<file path="src/rtl/axil_csr_bridge_v2.sv">
// Single-clock AXI4-Lite slave to CSR-bus bridge. One CSR access in flight, read/write
// round-robin arbitration, byte strobes, fixed CSR read latency, SLVERR beyond g_addr_limit.
module axil_csr_bridge_v2 #(
  parameter int unsigned g_csr_addr_bits = 16,
  parameter int unsigned g_read_latency  = 1,
  parameter int unsigned g_addr_limit    = 2 ** g_csr_addr_bits
) (
  input  logic                       clk_i,
  input  logic                       rst_i,
  input  logic [31:0]                s_axil_AWADDR,
  input  logic                       s_axil_AWVALID,
  output logic                       s_axil_AWREADY,
  input  logic [31:0]                s_axil_WDATA,
  input  logic [3:0]                 s_axil_WSTRB,
  input  logic                       s_axil_WVALID,
  output logic                       s_axil_WREADY,
  output logic [1:0]                 s_axil_BRESP,
  output logic                       s_axil_BVALID,
  input  logic                       s_axil_BREADY,
  input  logic [31:0]                s_axil_ARADDR,
  input  logic                       s_axil_ARVALID,
  output logic                       s_axil_ARREADY,
  output logic [31:0]                s_axil_RDATA,
  output logic [1:0]                 s_axil_RRESP,
  output logic                       s_axil_RVALID,
  input  logic                       s_axil_RREADY,
  output logic [g_csr_addr_bits-1:0] csr_adr_o,
  output logic [31:0]                csr_dat_o,
  output logic [3:0]                 csr_sel_o,
  output logic                       csr_wr_o,
  output logic                       csr_rd_o,
  input  logic [31:0]                csr_dat_i
);

  localparam logic [2:0] StIdle  = 3'd0;
  localparam logic [2:0] StWrite = 3'd1;
  localparam logic [2:0] StWresp = 3'd2;
  localparam logic [2:0] StRead  = 3'd3;
  localparam logic [2:0] StRresp = 3'd4;

  localparam logic [1:0] RespOkay   = 2'b00;
  localparam logic [1:0] RespSlvErr = 2'b10;
  localparam logic [2:0] ReadLat    = 3'(g_read_latency);

  logic [2:0]                 state_q, state_d;
  logic                       aw_full_q, aw_full_d;
  logic [31:0]                aw_addr_q, aw_addr_d;
  logic                       w_full_q, w_full_d;
  logic [31:0]                w_data_q, w_data_d;
  logic [3:0]                 w_strb_q, w_strb_d;
  logic                       last_wr_q, last_wr_d;
  logic [g_csr_addr_bits-1:0] adr_q, adr_d;
  logic [31:0]                dat_q, dat_d;
  logic [3:0]                 sel_q, sel_d;
  logic                       oor_q, oor_d;
  logic [2:0]                 cnt_q, cnt_d;
  logic [1:0]                 bresp_q, bresp_d;
  logic [1:0]                 rresp_q, rresp_d;
  logic [31:0]                rdata_q, rdata_d;

  logic        aw_hs, w_hs, wr_rdy, rd_req, grant_wr, grant_rd;
  logic [31:0] wr_addr, wr_data;
  logic [3:0]  wr_strb;

  function automatic logic out_of_range(input logic [31:0] addr);
    return {2'b00, addr[31:2]} >= g_addr_limit;
  endfunction

  logic unused_addr_lsbs;
  assign unused_addr_lsbs = ^{wr_addr[1:0], s_axil_ARADDR[1:0]};

  // A channel handshaking this cycle counts as already held, so a write whose last
  // half arrives in IDLE is granted at once rather than one cycle later.
  always_comb begin
    s_axil_AWREADY = !rst_i && !aw_full_q;
    s_axil_WREADY  = !rst_i && !w_full_q;
    aw_hs   = s_axil_AWVALID && s_axil_AWREADY;
    w_hs    = s_axil_WVALID && s_axil_WREADY;
    wr_addr = aw_full_q ? aw_addr_q : s_axil_AWADDR;
    wr_data = w_full_q ? w_data_q : s_axil_WDATA;
    wr_strb = w_full_q ? w_strb_q : s_axil_WSTRB;
    wr_rdy  = (aw_full_q || aw_hs) && (w_full_q || w_hs);
    rd_req  = s_axil_ARVALID;
    grant_wr = 1'b0;
    grant_rd = 1'b0;
    if (state_q == StIdle && !rst_i) begin
      if (wr_rdy && rd_req) begin
        grant_wr = !last_wr_q;
        grant_rd = last_wr_q;
      end else begin
        grant_wr = wr_rdy;
        grant_rd = rd_req;
      end
    end
    s_axil_ARREADY = grant_rd;
  end

  always_comb begin
    state_d   = state_q;
    aw_full_d = aw_full_q;
    aw_addr_d = aw_addr_q;
    w_full_d  = w_full_q;
    w_data_d  = w_data_q;
    w_strb_d  = w_strb_q;
    last_wr_d = last_wr_q;
    adr_d     = adr_q;
    dat_d     = dat_q;
    sel_d     = sel_q;
    oor_d     = oor_q;
    cnt_d     = cnt_q;
    bresp_d   = bresp_q;
    rresp_d   = rresp_q;
    rdata_d   = rdata_q;

    if (aw_hs) begin
      aw_full_d = 1'b1;
      aw_addr_d = s_axil_AWADDR;
    end
    if (w_hs) begin
      w_full_d = 1'b1;
      w_data_d = s_axil_WDATA;
      w_strb_d = s_axil_WSTRB;
    end

    case (state_q)
      StIdle: begin
        if (grant_wr) begin
          state_d   = StWrite;
          aw_full_d = 1'b0;
          w_full_d  = 1'b0;
          last_wr_d = 1'b1;
          adr_d     = wr_addr[g_csr_addr_bits+1:2];
          dat_d     = wr_data;
          sel_d     = wr_strb;
          oor_d     = out_of_range(wr_addr);
          bresp_d   = out_of_range(wr_addr) ? RespSlvErr : RespOkay;
        end else if (grant_rd) begin
          state_d   = StRead;
          last_wr_d = 1'b0;
          adr_d     = s_axil_ARADDR[g_csr_addr_bits+1:2];
          oor_d     = out_of_range(s_axil_ARADDR);
          cnt_d     = 3'd0;
        end
      end
      StWrite: state_d = StWresp;
      StWresp: begin
        if (s_axil_BREADY) state_d = StIdle;
      end
      StRead: begin
        // Out-of-range reads still wait the full latency so response timing is uniform.
        if (cnt_q == ReadLat) begin
          rdata_d = oor_q ? 32'h0 : csr_dat_i;
          rresp_d = oor_q ? RespSlvErr : RespOkay;
          state_d = StRresp;
        end else begin
          cnt_d = cnt_q + 3'd1;
        end
      end
      StRresp: begin
        if (s_axil_RREADY) state_d = StIdle;
      end
      default: state_d = StIdle;
    endcase
  end

  always_ff @(posedge clk_i) begin
    if (rst_i) begin
      state_q   <= StIdle;
      aw_full_q <= 1'b0;
      aw_addr_q <= '0;
      w_full_q  <= 1'b0;
      w_data_q  <= '0;
      w_strb_q  <= '0;
      last_wr_q <= 1'b0;
      adr_q     <= '0;
      dat_q     <= '0;
      sel_q     <= '0;
      oor_q     <= 1'b0;
      cnt_q     <= '0;
      bresp_q   <= '0;
      rresp_q   <= '0;
      rdata_q   <= '0;
    end else begin
      state_q   <= state_d;
      aw_full_q <= aw_full_d;
      aw_addr_q <= aw_addr_d;
      w_full_q  <= w_full_d;
      w_data_q  <= w_data_d;
      w_strb_q  <= w_strb_d;
      last_wr_q <= last_wr_d;
      adr_q     <= adr_d;
      dat_q     <= dat_d;
      sel_q     <= sel_d;
      oor_q     <= oor_d;
      cnt_q     <= cnt_d;
      bresp_q   <= bresp_d;
      rresp_q   <= rresp_d;
      rdata_q   <= rdata_d;
    end
  end

  always_comb begin
    csr_adr_o     = adr_q;
    csr_dat_o     = dat_q;
    csr_sel_o     = sel_q;
    csr_wr_o      = (state_q == StWrite) && !oor_q;
    csr_rd_o      = (state_q == StRead) && (cnt_q == 3'd0) && !oor_q;
    s_axil_BVALID = (state_q == StWresp);
    s_axil_BRESP  = bresp_q;
    s_axil_RVALID = (state_q == StRresp);
    s_axil_RRESP  = rresp_q;
    s_axil_RDATA  = rdata_q;
  end

endmodule

</file>
<file path="config.mk">
export PLATFORM = sky130hd
export DESIGN_NAME = axil_csr_bridge_v2
export DESIGN_NICKNAME = d
export VERILOG_FILES = /design/src/rtl/axil_csr_bridge_v2.sv
export SDC_FILE = /design/constraint.sdc
export NUM_CORES = 1
export LEC_CHECK = 0
export BUFFER_PORTS_ARGS = -buffer_cell sky130_fd_sc_hd__buf_2
export CAP_MARGIN = 20
export CORE_ASPECT_RATIO = 1.75
export CORE_MARGIN = 8
export CORE_UTILIZATION = 45
export DETAILED_ROUTE_END_ITERATION = 16
export HOLD_SLACK_MARGIN = 0.06
export PLACE_DENSITY = 0.77
export SETUP_SLACK_MARGIN = 0.02
export SLEW_MARGIN = 20
export SYNTH_ARGS = -nofsm -noshare
export SYNTH_HDL_FRONTEND = slang
export SYNTH_SLANG_ARGS = --single-unit
</file>
<file path="constraint.sdc">
create_clock -name clk_i -period 1.9 [get_ports clk_i]
set_input_delay 0 -clock clk_i [delete_from_list [all_inputs] [get_ports clk_i]]
set_output_delay 0 -clock clk_i [all_outputs]
set_load 0.01 [all_outputs]
</file>
Word level (Yosys, flattened, before mapping)
Cells that the tools add are included.

storage, ports and cells
  bits in registers = 166
  input port bits = 139
  output and inout bits = 95

cells by class
  add/sub/neg operators = 1
  $lt $le $gt $ge = 2
  equality and inequality tests = 12
  muxes and demuxes = 32
  reductions and logical operators = 26

operators by type and width
  kind                                                                      count
  32-bit two-way mux                                                        3
  30-bit by 17-bit >= comparator with 1-bit output (second input constant)  2
  16-bit two-way mux                                                        2
  3-bit two-way mux                                                         8
  3-bit case mux with 5 select lines                                        1
  1-bit two-way mux                                                         14
  1-bit logical AND                                                         10
  2-bit != test (second input constant)                                     4
  4-bit AND reduction                                                       2
  3-bit by 1-bit equality test with 1-bit output (second input constant)    2
  3-bit by 2-bit equality test with 1-bit output (second input constant)    2
  3-bit zero test                                                           2
  3-bit case mux with 2 select lines                                        1
  2-bit AND reduction                                                       3
  1-bit zero test                                                           5
  2-bit two-way mux                                                         2
  4-bit two-way mux                                                         1
  2-bit by 1-bit != test with 1-bit output (second input constant)          2
  2-bit nonzero test                                                        2
  3-bit by 1-bit adder with 3-bit output (second input constant)            1
  3-bit equality test (second input constant)                               1
  3-bit != test (second input constant)                                     1
  1-bit logical OR                                                          2

Longest topological paths before layout
Gate-level depths: netlist of run 1.

  depth after elaboration = 11
  mapped depth = 7
  gate-level depth less buffers = 6

Least setup slack after synthesis of run 1
OpenSTA, ideal clock, no wires.

  path type = register to register
  from = register state_q[0]
  to = register dat_q[24] (netlist: csr_dat_o[24])
  library setup time = 146 ps
  arrival time = 1686 ps
  data required time = 1754 ps
  slack = 68 ps
  cell stages (with the launch flop) = 7
  buffers on the path = 3
  cell sequence = dfxtp_1 buf_2 or3_4 nor4b_4 buf_4 buf_2 a211oi_2

on the way
  cells in the longest elaborated chain, start to end = 4

ends and longest elaborated chain
  element                            line     text
  start: declaration                 45       logic [2:0] state_q, state_d;
  start signal: assignment           168      state_q <= StIdle;
  start signal: assignment           184      state_q <= state_d;
  3-bit zero test (*)                86, 125
  1-bit logical AND                  86       if (state_q == StIdle && !rst_i) begin
  1-bit two-way mux                  86
  2-bit AND reduction (no line) (*)  n/a
  end signal: assignment             192      dat_q <= dat_d;
  end: declaration                   53       logic [31:0] dat_q, dat_d;

Every way passes the cells marked *; elsewhere a longest branch is shown, timed or not.
A chain may end at the register's enable or synchronous reset.

Worst setup path in the final report of run 1
  from = register state_q[0]
  to = register adr_q[5] (netlist: csr_adr_o[5])

on the way
  cells in the longest elaborated chain, start to end = 5
  elaborated cells between the ends (all ways) = 7
  classes of those cells = mux: 3; reduce/logical: 4

ends and longest elaborated chain
  element                        line     text
  3-bit zero test (*)            86, 125
  1-bit logical AND              86
  1-bit two-way mux              86
  2-bit nonzero test (no line)   n/a
  2-bit AND reduction (no line)  n/a
  end signal: assignment         191      adr_q <= adr_d;
  end: declaration               52       logic [g_csr_addr_bits-1:0] adr_q, adr_d;

Marks and branches as above.

==> metrics.yaml, run 1 <==
r2r_start: "state_q[0]"
antenna_cells: 0
yosys_warnings: 0
drive_gt1_frac: 0.3064
hp-class: "in -> reg"
synth_top_area_share: 0.4746
wl_per_cell_um: 17.48
grt_start_max_net_pins: 62
finClkSkew_ps: 14.54
dieWidth_um: 109.2
r2r-end: "csr_adr_o[5]"
hold_ws_ps: 95.15
fmax_mhz: 541.2
first_pass_iters: 5
cp.required_ps: 2200
cp_num_cells: 6
detail-route-antenna-nets: 0
synth_area_leaders: "dfxtp_1 (47%), nand2_1 (9.6%), mux2i_1 (7.6%)"
cp-end-kind: "flip-flop"
layout.nets: 1242
leakage_nw: 4.140
ff2ff_path_depth: 6
total_power_mw: 9.170
postCtsSetupBuffers: 0
crit_end: "csr_adr_o[5]"
cts-buffers-inserted: 17
path_max_fanout: 24
timing.critical_path.arrival_ps: 2150
grt_pass1_wl_mm: 34.87
period_share: 0.9726
peakVddDrop_uv: 685.2
cts.clk_slew.worst_paths_ps: 70
cts_max_path_buffers: 2
relSlewSlack: 0.5110
synth_top_area_cell: "dfxtp_1"
tritoncts: "yes"
crit_start: "state_q[0]"
dp.cells: 1146
drt-total-wl_mm: 22.66
area_delta_synth_final_pct: 46.73
stdcell_count: 1296
crit_slowest_cell: "or3_4"
path_cells: "or3_4 > nor4b_4 > buf_6 > buf_12 > mux2i_2 > o2bb2ai_1"
ys_seq_area_frac: 0.4746
drv_cap: 0
grt_overflow: 0
start_util: 0.4605
htreeDepth: 4
finalHoldViolations: 0
ios: 234
insertion_delay_ps: 420
cellPowerDensity_mw_per_mm2: 914.7
syn_avg_cell_area_um2: 8.851
avgViaCountPerCell: 5.333
crit_type: "reg -> reg"
drv_slew: 0
finalCriticalPeriod_ps: 1848
port_buffers: 227
dieArea_mm2: 0.01954
groute.usage.overall: 0.2250
dp_hpwl_mm: 13.94
grt_setup_unrepaired: "true"
fillCellCount: 1083
die_h_um: 179.0
vias: 6912
worst_slew_pin_slew_ps: 732.8
setup_viol: 0
gp_congestion: 0.8178
row_count: 59
path_buf_inv: 2
synth_area_mm2: 0.006833
grt_pass1_vias: 7040
numClockSinks: 162
drc: 0
slowest_delay_ps: 430
antenna_found_initial: 0
ys_seq_elements: 162
design.core.area_mm2: 0.01484
clockRootBuffer: "clkbuf_16"
syn_inst: 772
fin_setup_tns_ps: 0
ys.flop_type: "dfxtp_1"
cp-start-kind: "flip-flop"
status: "finished, final reports clean"
async_flop_share: 0
yosysUniqueCellTypes: 44
crit_family: "simple AND/OR/NAND/NOR gates"
drt_iter0_drc: 422
r2r_slack_ps: 50
synth-edff-count: 0
kinds of logic after synthesis:
kind of cell,count (synthesis),share of synthesized area
muxes,68,0.1025
DFF,162,0.4746
AOI/OAI and AO/OA,173,0.1743
other,1,0.0005488
xor gates and xnor gates,2,0.002564
buffers and inverters,70,0.04596
and+or+nand+nor,293,0.1939
adders and majority gates,3,0.005494
placed cells by master (no fill, tap or decap), types with 2 or more instances in the layout:
cell,synthesis,routed
a211oi_1,8,8
a211oi_2,29,29
a21o_1,2,2
a21oi_1,42,42
buf_12,0,8
buf_2,5,226
buf_4,6,17
buf_6,3,2
bufinv_16,0,2
clkbuf_16,0,17
clkinv_4,0,3
clkinvlp_4,0,2
conb_1,1,2
dfxtp_1,162,161
dlygate4sd3_1,0,118
ha_1,3,3
inv_1,6,6
inv_6,0,4
inv_8,0,3
mux2_2,16,16
mux2i_1,52,49
mux2i_2,0,3
nand2_1,175,175
nand3_1,2,2
nand3b_1,33,33
nor2_1,54,52
nor2_2,0,2
nor3_1,8,8
nor4_1,8,8
nor4b_1,2,2
o21ai_0,69,69
o2bb2ai_1,16,16
layer usage:
layer  track usage  vias to the layer above  part of all wire
met1        0.2362                     3224              0.38
li1              -                     3309                 -
met4        0.1337                        0             0.047
met2        0.3964                      291              0.52
met5             0                        -                 0
met3       0.05040                       88             0.055
cells in the mapped netlist (3+ instances only):
library cell  count
nand3b_1         33
a211oi_2         29
buf_2             5
nand2_1         175
buf_6             3
clkbuf_1         48
nor3_1            8
a21oi_1          42
ha_1              3
a211oi_1          8
dfxtp_1         162
o2bb2ai_1        16
mux2i_1          52
o21ai_0          69
buf_4             6
mux2_2           16
nor4_1            8
nor2_1           54
inv_1             6
worst reg2reg max path, cell delays in order (launching register included):
cell and delay, ps:
dfxtp_1 320, or3_4 430, nor4b_4 260, buf_6 180, buf_12 180, mux2i_2 260, o2bb2ai_1 110
final cells by class:
type	instances	area, um^2	share of cell area
sequential	162	3244	0.3236
multi-input combinational	541	3304	0.3296
clock buffer	18	429.2	0.04281
inverter	7	26.28	0.002621
timing repair buffer	371	2623	0.2616
clock inverter	14	170.2	0.01697
tap	183	229.0	0.02284
worst min-delay path by stage:
stage / start / to / slack [ps] / cells after the start
CTS: s_axil_WVALID / w_full_q / 90 / 4
global route: s_axil_WVALID / w_full_q / 120 / 4
global placement: s_axil_WDATA[17] / w_data_q[17] / 210 / 3
detailed placement: s_axil_AWADDR[2] / aw_addr_q[2] / 210 / 3
floorplan: s_axil_AWADDR[10] / aw_addr_q[10] / 110 / 2
finish: s_axil_WVALID / w_full_q / 100 / 4
per-stage QoR:
| stage | setup slack (ps) | utilization | area [um^2] |
|---|---|---|---|
| global route | 2.052 | 0.6757 | 10030 |
| floorplan | 67.94 | - | 6837 |
| CTS | 34.03 | 0.6742 | 10000 |
| global placement | 108.7 | 0.5538 | 8217 |
| finish | 52.11 | 0.6757 | 10030 |
| detailed placement | 88.42 | 0.5539 | 8219 |
where the power goes:
| part | leakage (nW) | internal, mW | switching, mW |
|---|---|---|---|
| sequential | 1.33 | 3.69 | 0.161 |
| clock | 0.288 | 1.99 | 1.48 |
| combinational | 2.53 | 0.883 | 0.966 |
repair_timing:
item / in CTS / in global routing
resized for setup: 2 / 5
pin swaps: 0 / 1
hold buffers: 118 / 0
endpoints found under the setup margin: 1 / 27
cloned: 0 / 0
hold endpoints to repair: 157 / 0
state kept, by name (all words and copies together), names as in the netlist, 3 cells and up:
name	cells
aw_addr_q	30
w_data_q	32
cnt_q	3
csr_sel_o	4
state_q	3
csr_dat_o	32
s_axil_RDATA	32
csr_adr_o	16
w_strb_q	4
Power figures use the tool's default switching activity.
==> inputs of run 2 (changes only) <==
--- a/config.mk
+++ b/config.mk
@@ -8,8 +8,8 @@
 export BUFFER_PORTS_ARGS = -buffer_cell sky130_fd_sc_hd__buf_2
 export CAP_MARGIN = 20
 export CORE_ASPECT_RATIO = 1.75
-export CORE_MARGIN = 8
 export CORE_UTILIZATION = 45
+export CTS_BUF_LIST = sky130_fd_sc_hd__clkbuf_16
 export DETAILED_ROUTE_END_ITERATION = 16
 export HOLD_SLACK_MARGIN = 0.06
 export PLACE_DENSITY = 0.77
==> metrics.yaml, run 2 (synthesis results as in run 1) <==
groute.usage.overall: 0.2587  # was 0.2250
cp.required_ps: 2240  # was 2200 ps
numClockSinks: 162  # unchanged
design.core.area_mm2: 0.01484  # unchanged
hp-class: "in -> reg"  # unchanged
grt_setup_unrepaired: "false"  # was true
grt_pass1_wl_mm: 31.51  # was 34.87 mm
power.net_switching_mw: 2.663  # was 2.612 mW
crit_start: "state_q[0]"  # unchanged
seq_area_mm2: 0.003244  # unchanged
worst_slew_pin_slew_ps: 558.1  # was 732.8 ps
hold_start: "s_axil_AWVALID"  # was s_axil_WVALID
drv_cap: 0  # unchanged
multi_input_comb_area_mm2: 0.003316  # was 0.003304 mm^2
grt_start_max_net_pins: 74  # was 62
wl_per_cell_um: 16.17  # was 17.48 um
peakVddDrop_uv: 635.4  # was 685.2 uV
clockRootBuffer: "clkbuf_16"  # unchanged
p_int_mw: 6.855  # was 6.559 mW
vias: 6948  # was 6912
cellPowerDensity_mw_per_mm2: 937.4  # was 914.7 mW/mm^2
dp_hpwl_mm: 12.22  # was 13.94 mm
drc: 0  # unchanged
detail-route-antenna-nets: 0  # unchanged
timing.critical_path.arrival_ps: 2180  # was 2150 ps
ff2ff_path_depth: 6  # unchanged
leakage_nw: 4.202  # was 4.140 nW
fmax_mhz: 541.6  # was 541.2 MHz
fillCellCount: 1065  # was 1083
total_power_mw: 9.518  # was 9.170 mW
ios: 234  # unchanged
htreeDepth: 4  # unchanged
crit_slowest_cell: "or3_4"  # unchanged
avgViaCountPerCell: 5.332  # was 5.333
finalHoldViolations: 0  # unchanged
slowest_delay_ps: 420  # was 430 ps
finClkSkew_ps: 10.51  # was 14.54 ps
gp_congestion: 0.8522  # was 0.8178
dieWidth_um: 95.15  # was 109.2 um
power_frac_clock: 0.396  # was 0.378
die_h_um: 165.0  # was 179.0 um
tritoncts: "yes"  # unchanged
drv_slew: 0  # unchanged
relSlewSlack: 0.6265  # was 0.5110
dieArea_mm2: 0.01570  # was 0.01954 mm^2
status: "finished, final reports clean"  # unchanged
cts-buffers-inserted: 17  # unchanged
seq_power_share: 0.405  # was 0.420
stdcell_count: 1303  # was 1296
holdPathStages: 3  # was 4
fin_setup_tns_ps: 0  # unchanged
utilization: 0.6843  # was 0.6757
finalCriticalPeriod_ps: 1847  # was 1848 ps
crit_family: "simple AND/OR/NAND/NOR gates"  # unchanged
grt_overflow: 0  # unchanged
hold_ws_ps: 135.0  # was 95.15 ps
swShare: 0.2798  # was 0.2848
r2r_start: "state_q[0]"  # unchanged
crit_type: "reg -> reg"  # unchanged
combPwrFrac: 0.199  # was 0.202
cp-end-kind: "flip-flop"  # unchanged
layout_common_cells: "buf_2 (226), nand2_1 (175), dfxtp_1 (161), dlygate4sd3_1 (118), o21ai_0 (69)"  # unchanged
dp.cells: 1148  # was 1146
insertion_delay_ps: 420  # about the same
start_util: 0.4605  # unchanged
port_buffers: 227  # unchanged
drt-total-wl_mm: 21.08  # was 22.66 mm
setup_viol: 0  # unchanged
cts.clk_slew.worst_paths_ps: 70  # about the same
layout.nets: 1248  # was 1242
path_cells: "or3_4 > nor4b_4 > buf_4 > buf_12 > nor2_1 > a211oi_2"  # was or3_4 > nor4b_4 > buf_6 > buf_12 > mux2i_2 > o2bb2ai_1
cp-start-kind: "flip-flop"  # unchanged
drt_iter0_drc: 370  # was 422
cts_max_path_buffers: 2  # unchanged
first_pass_iters: 5  # unchanged
grt_pass1_vias: 6760  # was 7040
antenna_found_initial: 1  # was 0
area_delta_synth_final_pct: 48.60  # was 46.73%
row_count: 59  # unchanged
path_buf_inv: 2  # unchanged
cp_num_cells: 6  # unchanged
path_max_fanout: 30  # was 24
final_common_cell: "buf_2"  # unchanged
period_share: 0.9718  # was 0.9726
drive_gt1_frac: 0.3110  # was 0.3064
==> run 2: changes by cell type in the layout (fill, tap and decap cells not counted), sizes merged <==
cell and delta:
diode +1, inv -1, bufinv +2, clkinvlp -1, clkinv +1, buf +5
==> run 2: what timing repair did <==
item                                   4_1_cts  5_1_grt
gates cloned                                 0        1
endpoints found under the hold margin      157        0
hold buffers                               118        0
setup buffers                                0        3
setup endpoints to repair                    1       12
resized for setup                            2        7
pin swaps                                    0        1
==> run 2: power groups by stage <==
stage / registers [mW] / clock network (mW) / logic, mW
after floorplan: 3.96 / 0 / 0.932
after global placement: 3.90 / 0 / 1.56
after detailed placement: 3.91 / 0 / 1.60
after CTS: 3.84 / 3.83 / 1.80
after global routing: 3.88 / 3.97 / 2.05
final: 3.85 / 3.77 / 1.89
==> run 2: routing by layer <==
layer / track usage / vias to the layer above / routed length, um
met4: 0.1715 / 0 / 1119
li1: - / 3332 / -
met5: 0 / - / 0
met1: 0.2635 / 3226 / 7764
met2: 0.4601 / 296 / 11060
met3: 0.05801 / 94 / 1127
==> run 2: worst paths after layout <==
check	endpoint	slack, ps
setup / recovery	csr_dat_o[12]	50
hold / removal	aw_addr_q[17]	140
setup reg to reg	csr_dat_o[12]	50
hold reg to reg	s_axil_RDATA[6]	450
==> run 2: layout make-up <==
| cell class | count | share of cell area |
|---|---|---|
| antenna | 1 | 0.0002465 |
| clock buffer | 17 | 0.04190 |
| clock inverter | 15 | 0.02181 |
| inverter | 7 | 0.002588 |
| multi-input combinational | 541 | 0.3266 |
| sequential | 162 | 0.3195 |
| tap | 183 | 0.02255 |
| timing repair buffer | 377 | 0.2648 |
==> run 2: worst reg2reg max path: stages, from the launching register on <==
cell,delay [ps]
dfxtp_1,310
or3_4,420
nor4b_4,270
buf_4,250
buf_12,220
nor2_1,80
a211oi_2,210
==> run 2: through the flow <==
stage | area (um^2) | setup WS (ps)
global route | 10150 | 22.46
detailed placement | 8223 | 91.21
floorplan | 6837 | 67.94
finish | 10150 | 53.50
CTS | 10050 | 55.72
global placement | 8212 | 120.4
